## src/rtl/mac_pkg.sv

```systemverilog
// mac_pkg: shared definitions for the dot-product MAC sequencer.
//   state_e    - sequencer FSM encoding (DRAIN is reachable only when the
//                MAC_PIPE_EN build option is defined).
//   *_DEF      - default operand, accumulator and length widths.
package mac_pkg;

   localparam int DATA_W_DEF = 8;
   localparam int ACC_W_DEF  = 16;
   localparam int LEN_W_DEF  = 8;

   typedef enum logic [1:0] {
      IDLE  = 2'd0,
      RUN   = 2'd1,
      DONE  = 2'd2,
      DRAIN = 2'd3
   } state_e;

endpackage

```

## src/rtl/mac_acc_core.sv

```systemverilog
// mac_acc_core: unsigned DATA_W x DATA_W multiplier feeding an ACC_W
// wrapping accumulator.
// Build option: MAC_PIPE_EN inserts a register (product + valid) between the
// multiplier and the adder, so an accepted pair is added one cycle later.
// Ports:
//   clk, rst   clock, asynchronous active-low reset
//   en         accept a/b this cycle
//   clr        clear the accumulator (wins over any add)
//   a, b       operands
//   acc        accumulator value including the product being added this cycle
//   carry      carry-out of the add performed this cycle (0 when no add)
module mac_acc_core #(
   parameter int DATA_W = 8,
   parameter int ACC_W  = 16
) (
   input  logic              clk,
   input  logic              rst,
   input  logic              en,
   input  logic              clr,
   input  logic [DATA_W-1:0] a,
   input  logic [DATA_W-1:0] b,
   output logic [ACC_W-1:0]  acc,
   output logic              carry
);

   logic [2*DATA_W-1:0] prod;
   logic [ACC_W-1:0]    addend;
   logic                add_en;
   logic [ACC_W-1:0]    sum;
   logic                carry_raw;
   logic [ACC_W-1:0]    acc_q, acc_d;

   assign prod = a * b;

`ifdef MAC_PIPE_EN
   logic [2*DATA_W-1:0] prod_q, prod_d;
   logic                pv_q, pv_d;

   always_comb begin
      prod_d = prod;
      pv_d   = en;
   end

   always_ff @(posedge clk or negedge rst) begin
      if (!rst) begin
         prod_q <= '0;
         pv_q   <= 1'b0;
      end else begin
         prod_q <= prod_d;
         pv_q   <= pv_d;
      end
   end

   assign addend = ACC_W'(prod_q);
   assign add_en = pv_q;
`else
   assign addend = ACC_W'(prod);
   assign add_en = en;
`endif

   // One extra bit on the add exposes the carry-out; the stored value wraps.
   assign {carry_raw, sum} = {1'b0, acc_q} + {1'b0, addend};
   assign acc   = sum;
   assign carry = add_en & carry_raw;

   always_comb begin
      acc_d = acc_q;
      if (clr)
         acc_d = '0;
      else if (add_en)
         acc_d = sum;
   end

   always_ff @(posedge clk or negedge rst) begin
      if (!rst)
         acc_q <= '0;
      else
         acc_q <= acc_d;
   end

endmodule

```

## src/rtl/mac_dot_sequencer.sv

```systemverilog
// mac_dot_sequencer: runs one dot product of programmable length through
// mac_acc_core and returns the result on a valid/ready port.
// Build option: MAC_PIPE_EN selects the pipelined core; RUN then leaves through
// a one-cycle DRAIN state so the last product is retired before DONE.
// Ports:
//   clk, rst           clock, asynchronous active-low reset
//   start, len         command strobe and pair count (sampled only in IDLE)
//   busy               high whenever the FSM is not IDLE
//   in_valid/in_ready  operand-pair stream, in_a/in_b carried with it
//   res_valid/res_ready result port, res_data (mod 2^ACC_W) and res_ovf
//   dbg_state          current FSM state
// Handshake: a transfer happens on a rising edge where valid and ready are
// both high; the producer holds its payload until that edge, and ready never
// depends combinationally on valid (in_ready and res_valid decode state only).
module mac_dot_sequencer
   import mac_pkg::*;
#(
   parameter int DATA_W = DATA_W_DEF,
   parameter int ACC_W  = ACC_W_DEF,
   parameter int LEN_W  = LEN_W_DEF
) (
   input  logic              clk,
   input  logic              rst,
   input  logic              start,
   input  logic [LEN_W-1:0]  len,
   output logic              busy,
   input  logic              in_valid,
   output logic              in_ready,
   input  logic [DATA_W-1:0] in_a,
   input  logic [DATA_W-1:0] in_b,
   output logic              res_valid,
   input  logic              res_ready,
   output logic [ACC_W-1:0]  res_data,
   output logic              res_ovf,
   output state_e            dbg_state
);

   state_e           state_q, state_d;
   logic [LEN_W-1:0] count_q, count_d;
   logic [LEN_W-1:0] len_q, len_d;
   logic             ovf_q, ovf_d;
   logic [ACC_W-1:0] res_data_q, res_data_d;
   logic             res_ovf_q, res_ovf_d;
   logic             beat;
   logic             clr;
   logic [ACC_W-1:0] acc;
   logic             carry;

   assign beat = in_valid & in_ready;

   mac_acc_core #(
      .DATA_W (DATA_W),
      .ACC_W  (ACC_W)
   ) u_core (
      .clk   (clk),
      .rst   (rst),
      .en    (beat),
      .clr   (clr),
      .a     (in_a),
      .b     (in_b),
      .acc   (acc),
      .carry (carry)
   );

   // State register.
   always_ff @(posedge clk or negedge rst) begin
      if (!rst)
         state_q <= IDLE;
      else
         state_q <= state_d;
   end

   // Control/datapath registers.
   always_ff @(posedge clk or negedge rst) begin
      if (!rst) begin
         count_q    <= '0;
         len_q      <= '0;
         ovf_q      <= 1'b0;
         res_data_q <= '0;
         res_ovf_q  <= 1'b0;
      end else begin
         count_q    <= count_d;
         len_q      <= len_d;
         ovf_q      <= ovf_d;
         res_data_q <= res_data_d;
         res_ovf_q  <= res_ovf_d;
      end
   end

   // Next state. count only reaches len-1 (at most 2^LEN_W-2), so it cannot
   // wrap even for the maximum length.
   always_comb begin
      state_d    = state_q;
      count_d    = count_q;
      len_d      = len_q;
      ovf_d      = ovf_q | carry;
      res_data_d = res_data_q;
      res_ovf_d  = res_ovf_q;
      clr        = 1'b0;
      unique case (state_q)
         IDLE: begin
            if (start) begin
               if (len != '0) begin
                  clr     = 1'b1;
                  ovf_d   = 1'b0;
                  len_d   = len;
                  count_d = '0;
                  state_d = RUN;
               end else begin
                  res_data_d = '0;
                  res_ovf_d  = 1'b0;
                  state_d    = DONE;
               end
            end
         end
         RUN: begin
            if (beat) begin
               if (count_q == len_q - LEN_W'(1)) begin
                  count_d = '0;
`ifdef MAC_PIPE_EN
                  state_d = DRAIN;
`else
                  res_data_d = acc;
                  res_ovf_d  = ovf_q | carry;
                  state_d    = DONE;
`endif
               end else begin
                  count_d = count_q + LEN_W'(1);
               end
            end
         end
         DRAIN: begin
            // The registered final product is being added this cycle.
            res_data_d = acc;
            res_ovf_d  = ovf_q | carry;
            state_d    = DONE;
         end
         DONE: begin
            if (res_ready)
               state_d = IDLE;
         end
         default: state_d = IDLE;
      endcase
   end

   // Outputs decode from state only.
   always_comb begin
      busy      = (state_q != IDLE);
      in_ready  = (state_q == RUN);
      res_valid = (state_q == DONE);
      res_data  = res_data_q;
      res_ovf   = res_ovf_q;
      dbg_state = state_q;
   end

endmodule

```

## config.mk

```make
export PLATFORM = sky130hd
export DESIGN_NAME = mac_dot_sequencer
export DESIGN_NICKNAME = d
export VERILOG_FILES = /design/src/rtl/mac_pkg.sv /design/src/rtl/mac_acc_core.sv /design/src/rtl/mac_dot_sequencer.sv
export SDC_FILE = /design/constraint.sdc
export NUM_CORES = 1
export LEC_CHECK = 0
export ABC_AREA = 1
export CAP_MARGIN = 20
export CORE_MARGIN = 4
export CORE_UTILIZATION = 59
export DETAILED_ROUTE_END_ITERATION = 12
export GPL_TIMING_DRIVEN = 0
export PLACE_DENSITY = 0.82
export SYNTH_ARGS = -nofsm -noshare
export SYNTH_HDL_FRONTEND = slang
export SYNTH_SLANG_ARGS = --single-unit
```

## constraint.sdc

```tcl
create_clock -name clk -period 5.3 [get_ports clk]
set_input_delay 1.06 -clock clk [delete_from_list [all_inputs] [get_ports clk]]
set_output_delay 1.06 -clock clk [all_outputs]
set_load 0.02 [all_outputs]
```

After elaboration in Yosys (flattened, before gate mapping)
Cells that the tools add are included.
{"block": "totals", "register_bits": 52, "input_bits": 29, "output_inout_bits": 22, "word_cells": 63}
{"block": "op_classes", "addsub": 3, "mul": 1, "n_eq_ne": 10, "n_mux": 29, "n_bitwise": 3, "n_reduce_logical": 10}
{"op": "$mux 16", "n": 6}
{"op": "$pmux 16 s3", "n": 1}
{"op": "$mux 8", "n": 4}
{"op": "$add 16x16->17", "n": 1}
{"op": "$mul 8x8->16", "n": 1}
{"op": "$pmux 8 s2", "n": 1}
{"op": "$mux 1", "n": 10}
{"op": "$mux 2", "n": 5}
{"op": "$add 8x1->8 const B", "n": 1}
{"op": "$eq 8x8->1", "n": 1}
{"op": "$pmux 2 s4", "n": 1}
{"op": "$reduce_and 4->1", "n": 2}
{"op": "$reduce_bool 8->1", "n": 1}
{"op": "$sub 8x1->8 const B", "n": 1}
{"op": "$ne 2x1->1 const B", "n": 3}
{"op": "$ne 2x2->1 const B", "n": 3}
{"op": "$reduce_bool 2->1", "n": 3}
{"op": "$reduce_and 5->1", "n": 1}
{"op": "$eq 2x2->1 const B", "n": 2}
{"op": "$pmux 1 s3", "n": 1}
{"op": "$reduce_and 3->1", "n": 1}
{"op": "$reduce_bool 3->1", "n": 1}
{"op": "$and 1x1->1", "n": 2}
{"op": "$eq 2x1->1 const B", "n": 1}
{"op": "2 further kinds", "n": 2}

Depth between registers and ports, before layout
Gate-level depths: netlist (run 1).
{"block": "logic_depth", "ltp_word": 7, "ltp_mapped": 23, "mapped_depth_nobuf": 22}

Cells and area by module
A second synthesis (run 1) with hierarchy kept.
{"block": "hier_totals", "cells_unflattened": 777, "area_unflattened_um2": 5552.8}
{"module": "mac_acc_core", "instances": 1, "cells_per_inst": 485, "area_each_um2": 3469.6, "seq_area_each_um2": 400.4}
{"module": "mac_dot_sequencer", "instances": 1, "cells_per_inst": 292, "area_each_um2": 2083.2, "seq_area_each_um2": 900.9}

Worst setup path after synthesis (run 1)
OpenSTA, ideal clock, no wires.
{"block": "synth_timing", "kind": "input port to flip-flop", "start": "in in_a[0]", "end": "reg u_core.acc_q[12]", "setup_time_ns": 0.129, "arrival_time_ns": 4.728, "t_required_ns": 5.171, "slack_ns": 0.443, "path_stages": 16, "n_path_buf": 1, "cell_sequence": "clkbuf_1 nand2_1 fa_1 fa_1 inv_1 fa_1 inv_1 fa_1 inv_1 ha_1 a21oi_1 nand3_1 nand3_1 nand3_1 xnor2_1 o21ai_0"}
{"block": "synth_between", "elab_chain_cells": 4}
{"element": "start: declaration", "line": "mac_dot_sequencer.sv:29", "text": "input logic [DATA_W-1:0] in_a,"}
{"element": "$mul 8x8->16", "line": "mac_acc_core.sv:33", "text": "assign prod = a * b;"}
{"element": "$add 16x16->17", "line": "mac_acc_core.sv:62", "text": "assign {carry_raw, sum} = {1'b0, acc_q} + {1'b0, addend};"}
{"element": "$mux 16", "line": "mac_acc_core.sv:70", "text": "else if (add_en)"}
{"element": "$mux 16", "line": "mac_acc_core.sv:68", "text": "if (clr)"}
{"element": "end signal: assignment", "line": "mac_acc_core.sv:76", "text": "acc_q <= '0;"}
{"element": "end signal: assignment", "line": "mac_acc_core.sv:78", "text": "acc_q <= acc_d;"}
{"element": "end: declaration", "line": "mac_acc_core.sv:31", "text": "logic [ACC_W-1:0] acc_q, acc_d;"}
Every way passes these cells. The select of a mux whose other input is x is not followed.
A chain may end at the register's enable or synchronous reset.

Worst setup path in the final report (run 1)
{"block": "layout_timing", "start": "in in_b[6]", "end": "reg u_core.acc_q[10]"}
{"block": "layout_between", "elab_chain_cells": 4}
{"element": "start: declaration", "line": "mac_dot_sequencer.sv:30", "text": "input logic [DATA_W-1:0] in_b,"}
{"element": "$mul 8x8->16", "line": "mac_acc_core.sv:33"}
{"element": "$add 16x16->17", "line": "mac_acc_core.sv:62"}
{"element": "$mux 16", "line": "mac_acc_core.sv:70"}
{"element": "$mux 16", "line": "mac_acc_core.sv:68"}
Every way passes these cells. The select of a mux whose other input is x is not followed.

==> metrics, run 1 <==
crit path time final 4.97 ns; PortBufs 34; vias in the first global route 4,408; Post-route DRC 0; post-synth net total 792; end of the worst register-to-register path u_core.acc_q[10]$_DFFE_PN0P_; worst hold path type register to register; die height 102 µm; max-slew violations 0; clk sinks 52; DP Cell Count 817; Power Density 666 nW/µm²; mux cell area share after synthesis 0; hpwl dp 9.50 mm; Worst-Skew Late Latency 0.31 ns; initial drt markers 161; Worst setup SP type primary input; Seq/Total Area, Yosys 0.249; area grow syn2layout 12.0%; Resized cells post-CTS 0; first-pass GRT wire length 20.0 mm; xor-xnor portion of the synthesized cell area 0.0302; commonest non-fill, non-tap cell in the layout inv_1; Tot GR Track Use 0.240; Avg Inst Size Synth 7.75 µm²; die width 102 µm; Initial Utilization 0.602; drt total wl 11.4 mm; mapped cell area 5220 µm²; CTS tree done; layout net count 834; total of max-cap violations 0; initial antenna violation count 0; Non-Filler Instances 825; Setup violations, final 0; WP data required 5.49 ns; via count 4,308; IR drop worst, VDD 0.458 mV; WS Path Type primary input to register; CP endpoint u_core.acc_q[10]$_DFFE_PN0P_; Netlist cell types 32; Arrival @ worst endpoint 5.16 ns; number of cell rows 34; antenna cells 0; WHS 0.493 ns; cts bufs inserted 5; CP endpoint kind register; routability cong. 0.924; RSZ-0062 raised after global routing false; Hold Buf Count CTS 0; Ys Warns 0; highest clock rate 201 MHz; most frequent cells in the layout 171 x inv_1, 167 x nand2_1, 52 x dfrtp_1; R2R Setup Slk 1.20 ns; outcome complete, no violations; routed length per instance 13.8 µm; Setup Skew 0.00760 ns; Post-Synth Simple-Gate Area 0.212; crit path from in_b[6]; Die ar. 10,400 µm²; FF+latch count, synth 52; Antenna Nets Post-Route 0; Place WS -0.0141 ns; leakage 0.00331 µW; layout cell share with drive strength beyond 1 0.0656; Final period util 0.938; largest family of logic cells by synthesized area adder cells; final setup margin 0.330 ns; Mapped Cells 674; Clock Path Buffers 2; total negative slack 0 ns; reg2reg start u_core.acc_q[6]$_DFFE_PN0P_; largest net degree at the start of global routing 36; Power Total 3900 µW; post-synthesis adder-cell area fraction 0.287; Synth Area in Compound Gates 0.0743; IO Count 51; Core Area 8680 µm²; postcts setup bufs 0; R2R cell count 17; CP max FO 8; Root Buffer clkbuf_8; Slew headroom 0.622; worst-margin pin slew 0.567 ns; CTS clk-pin slew, worst paths 0.10 ns; drt pass-1 iters 7; global route overflow 0; Hold Fails Final Rpt 0; vias per inst 5.22; H-tree depth 2
## where the power goes
group / leakage [µW] / switching, µW / internal [µW]
combinational: 0.00257 / 1820 / 1070
clock: 0.0000687 / 145 / 190
sequential: 0.000674 / 117 / 552
total: 0.00331 / 2080 / 1820
## synthesized netlist by cell type (all sizes together)
| cell type | number | share of area |
|---|---|---|
| inv | 178 | 0.13 |
| nand2 | 173 | 0.13 |
| dfrtp | 52 | 0.25 |
| fa | 51 | 0.20 |
| o21ai | 40 | 0.046 |
| ha | 38 | 0.091 |
| nor2 | 32 | 0.029 |
| nand3 | 31 | 0.032 |
| clkbuf | 16 | 0.012 |
| o22ai | 11 | 0.013 |
| a21oi | 9 | 0.0086 |
| xnor2 | 9 | 0.015 |
| xor2 | 9 | 0.015 |
| and3 | 5 | 0.0060 |
| buf | 5 | 0.0084 |
| nand4 | 5 | 0.0060 |
| nor3 | 3 | 0.0029 |
| o21bai | 2 | 0.0029 |
| a21o | 1 | 0.0014 |
| a31oi | 1 | 0.0012 |
| nor3b | 1 | 0.0036 |
| nor4 | 1 | 0.0012 |
| o31ai | 1 | 0.0014 |
## sequential cells by signal, summed over array words and instances (netlist names)
name,cells
count_q,8
dbg_state,2
len_q,8
ovf_q,1
res_data,16
res_ovf,1
u_core.acc_q,16
## final cells by class
class	instances	area (µm²)
clock inverters	3	68.8
inverters	178	668
well taps	108	135
plain buffers	21	104
multi-input cells	423	3150
repair buffers	35	355
clock buffers	5	68.8
flip-flops and latches	52	1300
fillers	723	2830
## cells by family after synthesis
family          count (synthesis)
compound gates                 65
xor+xnor                       18
fa+ha+maj                      89
buf+inv                       199
flops                          52
simple gates                  251
## per-layer routing
layer	vias to the layer above	wire (µm)	track usage
li1	2092	-	-
met4	0	266	0.0706
met2	110	5830	0.417
met5	-	0	0
met3	26	450	0.0287
met1	2080	4860	0.317
## metrics by stage
stage	util	area (µm²)
floorplan	-	5220
global placement	0.657	5700
detailed placement	0.658	5710
CTS	0.674	5850
global route	0.674	5850
finish	0.674	5850
## worst max-delay path, stage by stage
cell	delay [ns]
clkbuf_1	0.31
nand2_1	0.15
fa_1	0.50
fa_1	0.55
inv_1	0.05
fa_1	0.54
inv_1	0.06
fa_1	0.53
inv_1	0.04
ha_1	0.33
a21oi_1	0.23
nand3_1	0.20
nand2_1	0.11
nand3_1	0.08
xor2_1	0.30
o21ai_1	0.10
## worst min path at each step
stage | from | depth (start not counted) | slack [ns] | to
finish | res_data[11]$_DFFE_PN0P_ | 2 | 0.49 | res_data[11]$_DFFE_PN0P_
global placement | res_data[6]$_DFFE_PN0P_ | 2 | 0.47 | res_data[6]$_DFFE_PN0P_
global route | res_data[11]$_DFFE_PN0P_ | 2 | 0.51 | res_data[11]$_DFFE_PN0P_
detailed placement | res_data[11]$_DFFE_PN0P_ | 2 | 0.47 | res_data[11]$_DFFE_PN0P_
floorplan | u_core.acc_q[8]$_DFFE_PN0P_ | 2 | 0.46 | u_core.acc_q[8]$_DFFE_PN0P_
CTS | res_data[11]$_DFFE_PN0P_ | 2 | 0.49 | res_data[11]$_DFFE_PN0P_
Power figures use the tool's default switching activity.
==> inputs of run 2 (changes only) <==
Settings changed: CAP_MARGIN 20 to 5, CELL_PAD_IN_SITES_DETAIL_PLACEMENT set to 1, CELL_PAD_IN_SITES_GLOBAL_PLACEMENT set to 1, CORE_UTILIZATION 59 to 44, PLACE_DENSITY 0.82 to not set, PLACE_DENSITY_LB_ADDON set to 0.1.
==> run 2 against run 1 <==
Against the previous run:
- setup slack worse by 0.023 ns
- utilization shrank 16 points
- worst hold slack lost 0.0050 ns
- global-route usage decreased by 3.3 points
- first-iteration DRC count increased by 3.7%
- maximum frequency decreased by 0.46%
- critical path depth is the same
- power is 1.3% higher
- clock power is 1% lower
- non-clock buffer count unchanged
- routed wire length is 12% higher
- combinational power rose by 1%
- critical endpoint is now u_core.acc_q[12]$_DFFE_PN0P_
- largest power group unchanged
==> metrics, run 2 (synthesized netlist as in run 1, its figures left out) <==
Final period util 0.942; number of fill cells 1,450; highest clock rate 200 MHz; CP endpoint kind register; Worst-Skew Late Latency 0.29 ns; IR drop worst, VDD 0.289 mV; Sw Ratio 0.542; CTS tree done; Core Area 11,500 µm²; Setup violations, final 0; drt total wl 12.8 mm; die width 117 µm; global route overflow 0; crit path time final 4.99 ns; R2R cell count 17; Arrival @ worst endpoint 5.15 ns; Post-route DRC 0; Power Density 667 nW/µm²; clock share of power 0.084; vias per inst 4.97; crit path from in_b[2]; antenna cells 0; most frequent cells in the layout 171 x inv_1, 167 x nand2_1, 52 x dfrtp_1; end of the worst register-to-register path u_core.acc_q[12]$_DFFE_PN0P_; Clock Path Buffers 2; WP data required 5.46 ns; worst-path cell chain clkbuf_1 -> nand2_1 -> fa_1 -> fa_1 -> inv_1 -> fa_1 -> inv_1 -> fa_1 -> inv_1 -> ha_1 -> a21oi_1 -> nand3_1 -> nand3_1 -> nand3_1 -> xnor2_1 -> o21ai_0; Initial Utilization 0.453; Multi-input gate area 3150 µm²; commonest non-fill, non-tap cell in the layout inv_1; cts bufs inserted 5; Internal Power 1810 µW; die height 117 µm; Tot GR Track Use 0.207; leakage 0.00336 µW; CP max FO 8; Setup Skew 0.00463 ns; IO Count 51; initial drt markers 167; clk sinks 52; largest net degree at the start of global routing 37; RSZ-0062 raised after global routing false; Crit-path slowest cell fa_1; number of cell rows 39; total of max-cap violations 0; H-tree depth 2; total negative slack 0 ns; vias in the first global route 4,752; Worst setup SP type primary input; worst-margin pin slew 0.587 ns; drt pass-1 iters 4; Slew headroom 0.609; CP endpoint u_core.acc_q[12]$_DFFE_PN0P_; Antenna Nets Post-Route 0; NetSw 2140 µW; Root Buffer clkbuf_16; WS Path Type primary input to register; Seq pwr share 0.172; max-slew violations 0; via count 4,277; layout cell share with drive strength beyond 1 0.0823; hpwl dp 10.9 mm; postcts setup bufs 0; crit-path max cell delay 0.53 ns; CTS clk-pin slew, worst paths 0.06 ns; Die ar. 13,700 µm²; R2R Setup Slk 1.06 ns; routed length per instance 14.9 µm; Most common cell on crit path fa_1; Layout Utilization 0.514; reg2reg start u_core.acc_q[6]$_DFFE_PN0P_; routability cong. 0.839; combinational share of power 0.745; layout net count 834; PortBufs 34; first-pass GRT wire length 22.5 mm; Reg area 1300 µm²; Hold Fails Final Rpt 0; initial antenna violation count 0; outcome complete, no violations; worst hold path type register to register; area grow syn2layout 13.4%
==> run 2: cell count changes in the layout (fill, tap and decap cells not counted), sizes merged <==
cell	change
inv	-1
bufinv	-2
clkbuf	+3
==> run 2: repair_timing <==
item / in CTS / in global routing
setup endpoints to repair: 0 / 7
hold buffers: 0 / 0
resized for setup: 0 / 28
==> run 2: per-stage QoR <==
stage | area [µm²] | worst slack (ns) | instances | hold slack (ns) | total power [µW]
6_report | 5920 | 0.307 | 860 | 0.488 | 3950
5_1_grt | 5920 | 0.00935 | 860 | 0.531 | 4460
4_1_cts | 5900 | 0.186 | 860 | 0.498 | 4000
3_5_place_dp | 5760 | -0.113 | 852 | 0.479 | 3640
3_3_place_gp | 5740 | -0.0555 | 851 | 0.470 | 3540
2_1_floorplan | 5220 | 0.443 | 674 | 0.457 | 2820
==> run 2: power by group through the flow <==
stage / Sequential (µW) / Combinational (µW) / Clock (µW)
after CTS: 680 / 2980 / 343
after detailed placement: 687 / 2950 / 0
after floorplan: 712 / 2110 / 0
after global routing: 697 / 3400 / 358
final: 678 / 2940 / 330
after global placement: 676 / 2860 / 0
==> run 2: critical path: cells and delay by family <==
family,cells,cell delay (ns)
AOI/OAI and AO/OA,2,0.39
adders and majority gates,5,2.35
xor gates and xnor gates,1,0.30
and+or+nand+nor,4,0.59
buffers and inverters,4,0.44
==> run 2: area by class of cell <==
type,instances,area share
plain buffers,21,0.0205
clock buffers,8,0.0247
inverters,178,0.113
multi-input cells,423,0.532
flip-flops and latches,52,0.220
well taps,143,0.0302
repair buffers,35,0.0600
==> run 2: worst min-delay path by stage <==
| stage | start | endpoint | slack, ns | cells past startpoint |
|---|---|---|---|---|
| final | res_data[2]$_DFFE_PN0P_ | res_data[2]$_DFFE_PN0P_ | 0.49 | 2 |
| after CTS | res_data[3]$_DFFE_PN0P_ | res_data[3]$_DFFE_PN0P_ | 0.50 | 2 |
| after detailed placement | res_ovf$_DFFE_PN0P_ | res_ovf$_DFFE_PN0P_ | 0.48 | 2 |
| after global placement | res_data[2]$_DFFE_PN0P_ | res_data[2]$_DFFE_PN0P_ | 0.47 | 2 |
| after floorplan | u_core.acc_q[8]$_DFFE_PN0P_ | u_core.acc_q[8]$_DFFE_PN0P_ | 0.46 | 2 |
| after global routing | res_data[13]$_DFFE_PN0P_ | res_data[13]$_DFFE_PN0P_ | 0.53 | 2 |
==> run 2: per-layer routing <==
metal	part of all wire	track usage	vias to the layer above	routed length [µm]
met3	0.026	0.0283	11	327
li1	-	-	2088	-
met2	0.49	0.362	50	6320
met4	0.0081	0.0336	0	104
met5	0	0	-	0
met1	0.47	0.281	2128	6030
==> inputs of run 3 (changes only) <==
Settings changed: SKIP_CTS_REPAIR_TIMING set to 1.
==> results of run 3 <==
No change in the layout: final DEF, timing and power equal those of run 2.
